**config.mk**
```make
export PLATFORM = sky130hd
export DESIGN_NAME = uart_tx_port_flat
export DESIGN_NICKNAME = d
export VERILOG_FILES = /design/src/rtl/uart_tx_port_pkg.sv /design/src/rtl/uart_tx_port_if.sv /design/src/rtl/uart_tx_port_baud_tick.sv /design/src/rtl/uart_tx_port.sv /design/src/flat_wrapper.sv
export SDC_FILE = /design/constraint.sdc
export NUM_CORES = 1
export LEC_CHECK = 0
export CORE_ASPECT_RATIO = 0.75
export CORE_MARGIN = 1.5
export CORE_UTILIZATION = 47
export CTS_CLUSTER_DIAMETER = 50
export DETAILED_ROUTE_END_ITERATION = 7
export DONT_BUFFER_PORTS = 1
export GPL_ROUTABILITY_DRIVEN = 0
export SYNTH_ARGS = -nofsm -noshare
export SYNTH_HDL_FRONTEND = slang
export SYNTH_SLANG_ARGS = --single-unit
```
**constraint.sdc**
```tcl
create_clock -name clk -period 1.9 [get_ports clk]
set_input_delay 0.19 -clock clk [delete_from_list [all_inputs] [get_ports clk]]
set_output_delay 0.19 -clock clk [all_outputs]
set_load 0.005 [all_outputs]
```
**src/rtl/uart_tx_port_pkg.sv**
```systemverilog
// Shared definitions for the UART transmit port: state encoding and default bit timing.
package uart_tx_port_pkg;

  localparam int unsigned CLKS_PER_BIT_DEFAULT = 16;
  localparam int unsigned DATA_W               = 8;
  localparam int unsigned STATUS_W             = 8;
  localparam int unsigned BIT_CNT_W            = 3;

  typedef enum logic [1:0] {
    IDLE  = 2'd0,
    START = 2'd1,
    DATA  = 2'd2,
    STOP  = 2'd3
  } state_t;

endpackage

```
**src/rtl/uart_tx_port_if.sv**
```systemverilog
// CPU-side port bundle of the UART transmitter: byte load, overrun clear and line/status outputs.
interface uart_tx_port_if;
  import uart_tx_port_pkg::*;

  logic [DATA_W-1:0]   data_in;
  logic                wr;
  logic                clr_ovr;
  logic                tx;
  logic                busy;
  logic [STATUS_W-1:0] status;

  modport master (
    output data_in, wr, clr_ovr,
    input  tx, busy, status
  );

  modport slave (
    input  data_in, wr, clr_ovr,
    output tx, busy, status
  );

endinterface

```
**src/rtl/uart_tx_port_baud_tick.sv**
```systemverilog
// Baud counter: counts 0..CLKS_PER_BIT-1 and flags the last cycle of each bit period.
module baud_tick #(
  parameter int unsigned CLKS_PER_BIT = 16
) (
  input  logic clk,
  input  logic reset,
  input  logic restart,
  output logic tc_c
);

  localparam int unsigned          CNT_W = $clog2(CLKS_PER_BIT);
  localparam logic [CNT_W-1:0]     LAST  = CNT_W'(CLKS_PER_BIT - 1);

  logic [CNT_W-1:0] cnt;

  // Wrapping on terminal count reloads the counter at every bit or state boundary.
  always_ff @(posedge clk) begin
    if (reset || restart || tc_c) begin
      cnt <= '0;
    end else begin
      cnt <= cnt + CNT_W'(1);
    end
  end

  assign tc_c = (cnt == LAST);

endmodule

```
**src/rtl/uart_tx_port.sv**
```systemverilog
// UART transmitter with a CPU byte port: 8N1 framing, busy/overrun status, sticky overrun flag.
module uart_tx_port
  import uart_tx_port_pkg::*;
#(
  parameter int unsigned CLKS_PER_BIT = CLKS_PER_BIT_DEFAULT
) (
  input  logic           clk,
  input  logic           reset,
  uart_tx_port_if.slave  bus
);

  state_t                 state;
  logic [DATA_W-1:0]      shift_q;
  logic [BIT_CNT_W-1:0]   bit_cnt;
  logic                   tx_q;
  logic                   busy_q;
  logic                   ovr_q;
  logic                   tick_c;
  logic                   restart_c;

  // Counter is held at zero while idle so every frame starts on a clean bit period.
  assign restart_c = (state == IDLE);

  baud_tick #(
    .CLKS_PER_BIT(CLKS_PER_BIT)
  ) u_baud_tick (
    .clk     (clk),
    .reset   (reset),
    .restart (restart_c),
    .tc_c    (tick_c)
  );

  always_ff @(posedge clk) begin
    if (reset) begin
      state   <= IDLE;
      shift_q <= '0;
      bit_cnt <= '0;
      tx_q    <= 1'b1;
      busy_q  <= 1'b0;
      ovr_q   <= 1'b0;
    end else begin
      // A load attempt during a frame is dropped but flagged; it outranks a clear.
      if (bus.wr && busy_q) begin
        ovr_q <= 1'b1;
      end else if (bus.clr_ovr) begin
        ovr_q <= 1'b0;
      end

      case (state)
        IDLE: begin
          tx_q   <= 1'b1;
          busy_q <= 1'b0;
          if (bus.wr) begin
            shift_q <= bus.data_in;
            bit_cnt <= '0;
            state   <= START;
            tx_q    <= 1'b0;
            busy_q  <= 1'b1;
          end
        end
        START: begin
          if (tick_c) begin
            state <= DATA;
            tx_q  <= shift_q[0];
          end
        end
        DATA: begin
          if (tick_c) begin
            if (bit_cnt == BIT_CNT_W'(7)) begin
              state <= STOP;
              tx_q  <= 1'b1;
            end else begin
              bit_cnt <= bit_cnt + BIT_CNT_W'(1);
              shift_q <= {1'b0, shift_q[DATA_W-1:1]};
              tx_q    <= shift_q[1];
            end
          end
        end
        STOP: begin
          if (tick_c) begin
            state  <= IDLE;
            busy_q <= 1'b0;
          end
        end
        default: begin
          state  <= IDLE;
          tx_q   <= 1'b1;
          busy_q <= 1'b0;
        end
      endcase
    end
  end

  assign bus.tx     = tx_q;
  assign bus.busy   = busy_q;
  assign bus.status = {(STATUS_W - 2)'(0), ovr_q, busy_q};

endmodule

```
**src/flat_wrapper.sv**
```systemverilog
// flat-port wrapper written by rule: the top's interface ports become plain ports
module uart_tx_port_flat import uart_tx_port_pkg::*;
#(
  parameter int unsigned CLKS_PER_BIT = CLKS_PER_BIT_DEFAULT
)
  (clk, reset, bus_data_in, bus_wr, bus_clr_ovr, bus_tx, bus_busy, bus_status);
  uart_tx_port_if bus_i ();
  input  logic clk;
  input  logic reset;
  input wire logic [$bits(bus_i.data_in)-1:0] bus_data_in;
  input wire logic [$bits(bus_i.wr)-1:0] bus_wr;
  input wire logic [$bits(bus_i.clr_ovr)-1:0] bus_clr_ovr;
  output wire logic [$bits(bus_i.tx)-1:0] bus_tx;
  output wire logic [$bits(bus_i.busy)-1:0] bus_busy;
  output wire logic [$bits(bus_i.status)-1:0] bus_status;
  assign bus_i.data_in = bus_data_in;
  assign bus_i.wr = bus_wr;
  assign bus_i.clr_ovr = bus_clr_ovr;
  assign bus_tx = bus_i.tx;
  assign bus_busy = bus_i.busy;
  assign bus_status = bus_i.status;
  uart_tx_port #(.CLKS_PER_BIT(CLKS_PER_BIT)) u_core (.clk(clk), .reset(reset), .bus(bus_i));
endmodule
```
==> results of run 1 <==
[timing repair]
| action | 4_1_cts | 5_1_grt |
|---|---|---|
| gates resized for setup | 0 | 3 |
| setup endpoints to repair | 0 | 2 |
| buffers inserted | 0 | 0 |
| endpoints found under the hold margin | 5 | 0 |
| hold buffers | 1 | 0 |
[state kept, by name, indices dropped and copies added, names as in the netlist]
| signal | count |
|---|---|
| u_core.bus.busy | 1 |
| u_core.shift_q | 8 |
| u_core.ovr_q | 1 |
| u_core.bus.tx | 1 |
| u_core.u_baud_tick.cnt | 4 |
| u_core.state | 2 |
| u_core.bit_cnt | 3 |
[how the worst max path moves through the flow]
| stage | startpoint | to | depth (start not counted) |
|---|---|---|---|
| 6_report | u_core.state[0] | u_core.state[1] | 6 |
| 5_1_grt | u_core.state[1] | u_core.state[1] | 6 |
| 4_1_cts | u_core.state[0] | u_core.state[1] | 6 |
| 3_5_place_dp | u_core.state[0] | u_core.state[1] | 6 |
| 3_3_place_gp | u_core.state[0] | u_core.shift_q[5] | 6 |
| 2_1_floorplan | u_core.state[0] | u_core.state[0] | 5 |
[layer usage]
layer / track usage, % / vias to the layer above
met1: 22.1 / 367
met4: 3.91 / 0
met3: 6.18 / 2
li1: - / 419
met5: 0 / -
met2: 21.3 / 22
[power groups by stage]
| stage | logic [mW] | registers (mW) | clock network [mW] |
|---|---|---|---|
| floorplan | 0.580 | 0.586 | 0 |
| global placement | 0.676 | 0.602 | 0 |
| detailed placement | 0.683 | 0.609 | 0 |
| CTS | 0.689 | 0.599 | 0.211 |
| global route | 0.761 | 0.621 | 0.226 |
| finish | 0.689 | 0.605 | 0.202 |
[stage by stage]
step	instance area [um^2]	util [%]	setup slack, ns
global route	1200	51.3	0.0197
detailed placement	1170	49.8	0.0808
floorplan	1210	-	0.0912
CTS	1200	51.2	0.0442
global placement	1170	49.8	0.152
finish	1200	51.3	0.103
[worst max-delay path, stage by stage (launching register included)]
cell	delay, ns
dfxtp_2	0.38
inv_2	0.06
ha_1	0.20
or3_4	0.39
a222oi_1	0.32
buf_4	0.19
mux2i_1	0.18
[cell families after synthesis]
logic type / share of synthesized area (%)
buf+inv: 10.5
xor+xnor: 1.48
mux: 16.0
compound gates: 8.11
other cells: 0.316
flops: 33.7
fa+ha+maj: 8.43
simple gates: 21.4
[cell usage in the layout, fill, tap and decap left out, types with 3 or more instances in the layout]
cell type  netlist  final
mux2i_1         10     10
nand3_1          4      4
nand2b_1         6      6
nor2b_1          7      7
conb_1           1      6
inv_1            6      5
buf_4            8      3
or2b_1           3      3
ha_1             8      8
mux2_2           3      3
dfxtp_1         20     18
mux2_1           5      5
nand2_1          4      4
nor2_1          12     12
clkbuf_4         0      3
[final cells by class]
type | count | share of cell area, %
tap | 34 | 3.53
sequential | 20 | 33.5
clock buffer | 3 | 1.87
multi-input combinational | 93 | 56.5
timing repair buffer | 4 | 2.70
inverter | 6 | 1.87
==> out/metrics.csv, run 1 <==
metric,value,unit
unrepaired setup endpoints after global routing,false,
first-pass GRT wire length,3140,um
Post-synth ARST share,0,%
largest net degree at the start of global routing,28,
fmax,557,MHz
CP Launch Type,flip-flop,
Mapped Avg Cell Area,9.42,um^2
Non-Filler Instances,160,
Yosys Warn Count,0,
M1 WL,1040,um
Syn Inst Count,126,
Area growth syn-to-layout,1.37,%
1st-iter DRT viols,20,
CTS buffer count,3,
Internal Power,0.968,mW
drt via density,5.06,
Hold Path Stages,2,
setup TNS,0,ns
Synth Register Bits,20,
final setup vio count,0,
share of cells above drive strength 1,13.5,%
Netlist cell types,37,
I/O pin count,22,
top_reg_cell synth,dfxtp_1,
"EDFF count, synth",0,
DRC violations left,0,
shortest period the worst path allows,1.80,ns
layout net count,148,
die area,2840,um^2
number of port buffers,0,
GRT Total Usage,15.5,%
hold path start,bus_wr,
row count,15,
Die X,61.0,um
# diodes,0,
CTS root buf,clkbuf_4,
switching part of the total power,35.3,%
R2R depth,6,
cells taking the most area after synthesis,"dfxtp_1, ha_1, mux2i_1",
DR WL/cell,12.5,um
Clock Sink Count,20,
RR Startpoint,u_core.state[0],
Netlist Area Pre-Place,1190,um^2
initial antenna violation count,0,
status,finished clean,
Clock Tree Buf Depth,2,
Post-DRT Antenna Nets,0,
most common cell in the netlist,dfxtp_1,
reg2reg end,u_core.state[1],
core area,2350,um^2
Clock Power Share,13.5,%
WP data required,2.13,ns
static leakage,0.489,nW
Yosys top cell area share,33.7,%
Hold WC Path Type,in -> reg,
Worst Clk Skew,0.00381,ns
Worst EP arrival,2.03,ns
Tot Pwr,1.50,mW
WHS,0.0174,ns
Reg2Reg Setup Slack,0.10,ns
routed wire length,1990,um
Yosys top cell by area,dfxtp_1,
Sw Pwr,0.529,mW
Hold Crit Endpoint,u_core.ovr_q,
die height,46.5,um
Commonest cells post-synth,"dfxtp_1, nor2_1, mux2i_1, buf_4, ha_1",
Top Layer Used,met4,
PD cells,1240,nW/um^2
Worst-path clk slew,0.11,ns
CP Capture Type,flip-flop,
Initial Utilization,50.6,%
met3 wire length,110,um
Multi-input gate area,681,um^2
Peak VDD IR,0.623,mV
crit-path max FO,4,
Tcrit/Tclk final,94.6,%
sequential share of the synthesized area,33.7,%
WL met2,835,um
grt ovf,0,
drt first pass iters,4,
Worst-Skew Late Latency,0.30,ns
Logic pwr share,46.1,%
vias post-DR,810,
vias in the first global route,655,
Max Cap Violations,0,
fin. max-slew vios,0,
Crit Path Class,reg -> reg,
dpl cells,156,
Filler Cell Count,233,
Flop pwr share,40.4,%
H-tree levels,1,
Reg area,403,um^2
final hold violations,0,
CTS tree,done,
Final HPWL DP,1450,um
No activity file was read; power rests on OpenSTA's default activity.
==> inputs of run 2 (changes only) <==
--- a/config.mk
+++ b/config.mk
@@ -6,12 +6,14 @@
 export NUM_CORES = 1
 export LEC_CHECK = 0
 export CORE_ASPECT_RATIO = 0.75
-export CORE_MARGIN = 1.5
-export CORE_UTILIZATION = 47
+export CORE_MARGIN = 3
+export CORE_UTILIZATION = 55
 export CTS_CLUSTER_DIAMETER = 50
 export DETAILED_ROUTE_END_ITERATION = 7
 export DONT_BUFFER_PORTS = 1
 export GPL_ROUTABILITY_DRIVEN = 0
+export PLACE_DENSITY = 0.73
+export SKIP_LAST_GASP = 1
 export SYNTH_ARGS = -nofsm -noshare
 export SYNTH_HDL_FRONTEND = slang
 export SYNTH_SLANG_ARGS = --single-unit
==> out/metrics.csv, run 2 (synthesis results as in run 1) <==
metric,value,unit,change
1st-iter DRT viols,40,,+100%
final hold violations,0,,unchanged
WP data required,2.13,ns,about the same
Worst EP arrival,2.03,ns,about the same
static leakage,0.489,nW,unchanged
die area,2760,um^2,-2.9%
PD cells,1270,nW/um^2,+2.2%
shortest period the worst path allows,1.80,ns,+0.00305 ns
CP Launch Type,flip-flop,,
fin. max-slew vios,0,,unchanged
grt ovf,0,,unchanged
H-tree levels,1,,unchanged
Worst-path clk slew,0.10,ns,about the same
layout net count,148,,unchanged
Post-DRT Antenna Nets,0,,unchanged
Worst-Skew Late Latency,0.30,ns,about the same
Clock Sink Count,20,,unchanged
vias post-DR,824,,+1.7%
most frequent cells in the layout,"dfxtp_1, nor2_1, mux2i_1",,
dpl cells,144,,-7.7%
switching part of the total power,35.7,%,+0.40 points
Logic pwr share,46.8,%,+0.7 points
"commonest non-fill, non-tap cell in the layout",dfxtp_1,,
Clock Power Share,13.1,%,-0.4 points
Final HPWL DP,1600,um,+11%
die height,46.2,um,-0.62%
Area growth syn-to-layout,0.105,%,
GRT Total Usage,17.4,%,+1.9 points
vias in the first global route,774,,+18%
Peak VDD IR,0.783,mV,+26%
Critical Path Max Stage Delay,0.39,ns,about the same
I/O pin count,22,,unchanged
initial antenna violation count,0,,unchanged
Initial Utilization,62.9,%,+12 points
routed wire length,2150,um,+7.9%
Internal Power,0.970,mW,+0.29%
Tcrit/Tclk final,94.7,%,+0.16 points
Crit Path Class,reg -> reg,,
Clock Tree Buf Depth,2,,unchanged
max reg flops,8,,unchanged
post-CTS repair timing setup buffer count,0,,unchanged
crit-path max FO,5,,+1
Top reg by flops,u_core.shift_q,,
RR Startpoint,u_core.state[1],,
largest net degree at the start of global routing,29,,+3.6%
share of cells above drive strength 1,13.5,%,unchanged
row count,13,,-2
# diodes,0,,unchanged
Flop pwr share,40.1,%,-0.3 points
core area,1890,um^2,-20%
CTS tree,done,,
DR WL/cell,14.5,um,+17%
fmax,556,MHz,-0.17%
CP startpoint,u_core.state[1],,
first-pass GRT wire length,3580,um,+14%
final instance area,1190,um^2,-1.2%
hold path start,reset,,
status,finished clean,,
CP Capture Type,flip-flop,,
slowest stage cell on the critical path,dfxtp_2,,
Non-Filler Instances,148,,-7.5%
CTS root buf,clkbuf_4,,
Max Cap Violations,0,,unchanged
setup TNS,0,ns,unchanged
number of port buffers,0,,unchanged
Hold WC Path Type,in -> reg,,
unrepaired setup endpoints after global routing,false,,
drt via density,5.57,,+10%
Die X,59.7,um,-2.3%
DRC violations left,0,,unchanged
drt first pass iters,4,,unchanged
Regs by FF count,"u_core.shift_q (8), u_core.u_baud_tick.cnt (4), u_core.bit_cnt (3)",,
cell breakdown of the critical path,"inv_1, ha_1, or3_4, a222oi_1, buf_4, mux2i_1",,
Worst Clk Skew,0.00523,ns,+0.00142 ns
final setup vio count,0,,unchanged
Sw Pwr,0.539,mW,+2.0%
Final WS setup,0.100,ns,-0.00305 ns
CTS buffer count,3,,unchanged
setup slack at placement,0.0671,ns,-0.0136 ns
area after detailed placement,1150,um^2,-1.3%
==> run 2: cell counts in the layout (fill, tap and decap cells not counted) <==
Identical to the previous run, type by type.
==> run 2: final timing paths <==
check	slack, ns	cells after the start	endpoint
worst max-delay path	0.10	6	u_core.state[0]
worst min-delay path	0.005	2	u_core.bus.tx
worst max register to register	0.10	6	u_core.state[0]
worst min register to register	0.46	1	u_core.u_baud_tick.cnt[0]
==> run 2: layout make-up <==
cell class                 instances  area (um^2)
multi-input combinational         93          681
fill                             170          698
tap                               22         27.5
sequential                        20          403
inverter                           6         22.5
timing repair buffer               4         32.5
clock buffer                       3         22.5
==> run 2: metal layers <==
| layer | share of wire (%) | routed length, um | track usage (%) |
|---|---|---|---|
| met5 | 0 | 0 | 0 |
| met4 | 0 | 0 | 1.33 |
| met3 | 7.2 | 155 | 5.60 |
| met2 | 46 | 983 | 28.9 |
| met1 | 47 | 1010 | 23.1 |
==> run 2: worst max-delay path: cells and delay by family, from the launching register on <==
kind,cells,cell delay (ns)
AOI/OAI and AO/OA,1,0.33
DFF,1,0.39
adders and majority gates,1,0.20
muxes,1,0.18
buffers and inverters,2,0.26
and+or+nand+nor,1,0.38
==> run 2: power groups by stage <==
stage,Combinational (mW),Clock (mW),Sequential (mW)
floorplan,0.580,0,0.586
global placement,0.664,0,0.601
global route,0.772,0.219,0.618
finish,0.707,0.197,0.605
detailed placement,0.691,0,0.609
CTS,0.699,0.201,0.598
==> run 2: per-stage QoR <==
step	utilization [%]	power (mW)	hold slack (ns)
floorplan	-	1.17	0.327
global placement	61.1	1.26	0.263
detailed placement	61.1	1.30	0.264
CTS	62.9	1.50	0.00841
global route	63.0	1.61	0.0112
finish	63.0	1.51	0.00533
==> run 2: timing repair <==
| action | in CTS | in global routing |
|---|---|---|
| hold buffers | 1 | 0 |
| setup endpoints to repair | 0 | 8 |
| gates resized for setup | 0 | 3 |
| hold endpoints to repair | 4 | 0 |
==> inputs of run 3 (changes only) <==
--- a/config.mk
+++ b/config.mk
@@ -5,14 +5,16 @@
 export SDC_FILE = /design/constraint.sdc
 export NUM_CORES = 1
 export LEC_CHECK = 0
+export CELL_PAD_IN_SITES_DETAIL_PLACEMENT = 1
+export CELL_PAD_IN_SITES_GLOBAL_PLACEMENT = 1
 export CORE_ASPECT_RATIO = 0.75
 export CORE_MARGIN = 3
-export CORE_UTILIZATION = 55
+export CORE_UTILIZATION = 42
 export CTS_CLUSTER_DIAMETER = 50
 export DETAILED_ROUTE_END_ITERATION = 7
 export DONT_BUFFER_PORTS = 1
 export GPL_ROUTABILITY_DRIVEN = 0
-export PLACE_DENSITY = 0.73
+export PLACE_DENSITY = 0.79
 export SKIP_LAST_GASP = 1
 export SYNTH_ARGS = -nofsm -noshare
 export SYNTH_HDL_FRONTEND = slang
==> out/metrics.csv, run 3 (synthesis results as in run 1) <==
metric,value,unit,change
slowest stage cell on the critical path,or3_4,,
H-tree levels,1,,unchanged
CTS root buf,clkbuf_8,,
layout net count,151,,+2.0%
CTS buffer count,3,,unchanged
Die X,67.4,um,+13%
dpl cells,158,,+9.7%
Filler Cell Count,321,,+89%
"commonest non-fill, non-tap cell in the layout",dfxtp_1,,
shortest period the worst path allows,1.84,ns,+0.0426 ns
Hold WC Path Type,in -> reg,,
number of port buffers,0,,unchanged
status,finished clean,,
WP buf/inv,2,,unchanged
cell breakdown of the critical path,"inv_2, ha_2, or3_4, a222oi_1, buf_4, mux2i_1",,
Area growth syn-to-layout,7.27,%,
die height,52.0,um,+13%
Critical Path Max Stage Delay,0.39,ns,about the same
share of cells above drive strength 1,17.7,%,+4.2 points
1st-iter DRT viols,42,,+5.0%
Worst EP arrival,2.02,ns,about the same
Clock Tree Buf Depth,2,,unchanged
Hold Path Stages,1,,-1
Crit Path Class,reg -> reg,,
CP Capture Type,flip-flop,,
Peak VDD IR,0.697,mV,-11%
Worst-Skew Late Latency,0.26,ns,-0.04 ns
max reg flops,8,,unchanged
area after detailed placement,1170,um^2,+1.5%
most frequent cells in the layout,"dfxtp_1, nor2_1, mux2i_1",,
static leakage,0.517,nW,+5.6%
die area,3510,um^2,+27%
row count,16,,+3
vias in the first global route,823,,+6.3%
final setup vio count,0,,unchanged
DR WL/cell,15.9,um,+9.5%
final instance area,1270,um^2,+7.2%
routed wire length,2640,um,+23%
Hold Crit Endpoint,u_core.bit_cnt[2],,
Worst Clk Skew,0.00177,ns,-0.00346 ns
first-pass GRT wire length,4120,um,+15%
PD cells,1350,nW/um^2,+6.7%
# diodes,0,,unchanged
Non-Filler Instances,166,,+12%
Regs by FF count,"u_core.shift_q (8), u_core.u_baud_tick.cnt (4), u_core.bit_cnt (3)",,
post-layout util,48.2,%,-15 points
Max Cap Violations,0,,unchanged
Reg area,408,um^2,+1.2%
Worst-path clk slew,0.07,ns,-0.03 ns
WP data required,2.08,ns,-0.05 ns
largest net degree at the start of global routing,31,,+6.9%
Reg2Reg Setup Slack,0.06,ns,-0.04 ns
drt via density,5.16,,-7.4%
RR Startpoint,u_core.state[1],,
final hold violations,0,,unchanged
hold path start,reset,,
Top delay family on crit path,simple AND/OR/NAND/NOR gates,,
Tcrit/Tclk final,97.0,%,+2.2 points
core area,2640,um^2,+40%
unrepaired setup endpoints after global routing,false,,
R2R depth,6,,unchanged
Post-DRT Antenna Nets,0,,unchanged
vias post-DR,856,,+3.9%
grt ovf,0,,unchanged
Initial Utilization,44.9,%,-18 points
Final HPWL DP,1900,um,+19%
Multi-input gate area,686,um^2,+0.74%
Clock Sink Count,20,,unchanged
I/O pin count,22,,unchanged
fmax,543,MHz,-2.3%
Top reg by flops,u_core.shift_q,,
GRT Total Usage,16.0,%,-1.4 points
crit-path max FO,5,,unchanged
drt first pass iters,4,,unchanged
fin. max-slew vios,0,,unchanged
DRC violations left,0,,unchanged
CP Launch Type,flip-flop,,
CTS tree,done,,
initial antenna violation count,0,,unchanged
reg2reg end,u_core.state[1],,
==> run 3: changes by cell type in the layout (fill, tap and decap cells not counted), sizes merged <==
cell | before | now
buf | 3 | 5
dlygate4sd3 | 1 | 2
clkbuf | 3 | 4
==> run 3: how the worst max path moves through the flow <==
| stage | from | endpoint | slack, ns | cells past startpoint |
|---|---|---|---|---|
| finish | u_core.state[1] | u_core.state[1] | 0.06 | 6 |
| global route | u_core.state[1] | u_core.state[1] | 0.008 | 6 |
| CTS | u_core.state[0] | u_core.state[1] | 0.03 | 6 |
| detailed placement | u_core.state[0] | u_core.state[0] | -0.06 | 6 |
| global placement | u_core.state[0] | u_core.state[1] | 0.16 | 6 |
| floorplan | u_core.state[0] | u_core.state[0] | 0.09 | 5 |
==> run 3: what timing repair did <==
action / 4_1_cts / 5_1_grt
hold buffers: 1 / 1
pin swaps: 1 / 3
endpoints found under the setup margin: 2 / 6
gates resized for setup: 3 / 5
buffers inserted: 0 / 2
endpoints found under the hold margin: 2 / 1
==> run 3: through the flow <==
stage | setup TNS, ns | worst slack [ns] | hold slack, ns | power [mW]
4_1_cts | 0 | 0.0309 | 0.00674 | 1.67
2_1_floorplan | 0 | 0.0912 | 0.327 | 1.17
3_5_place_dp | -0.117 | -0.0585 | 0.266 | 1.33
6_report | 0 | 0.0574 | 0.0475 | 1.73
5_1_grt | 0 | 0.00847 | 0.0358 | 1.84
3_3_place_gp | 0 | 0.161 | 0.263 | 1.27
==> run 3: worst reg2reg max path, stage by stage (launching register included) <==
cell and delay, ns:
dfxtp_4 0.38, inv_2 0.05, ha_2 0.18, or3_4 0.39, a222oi_1 0.38, buf_4 0.20
mux2i_1 0.19
==> run 3: metal layers <==
layer,track usage [%],vias up,share of wire [%]
met4,2.36,0,0.49
li1,-,423,-
met5,0,-,0
met2,25.6,25,48
met3,5.62,2,6.4
met1,21.1,406,45
==> run 3: final cells by class <==
class | instances | area share [%]
Inverter | 6 | 1.77
Tap cell | 36 | 3.54
Clock buffer | 4 | 4.32
Multi-Input combinational cell | 93 | 53.8
Sequential cell | 20 | 32.0
Timing Repair Buffer | 7 | 4.52
==> run 3: power by group <==
group | total (mW) | switching [mW] | internal [mW]
clock | 0.326 | 0.142 | 0.184
combinational | 0.780 | 0.376 | 0.404
sequential | 0.620 | 0.0835 | 0.536
total | 1.73 | 0.601 | 1.12
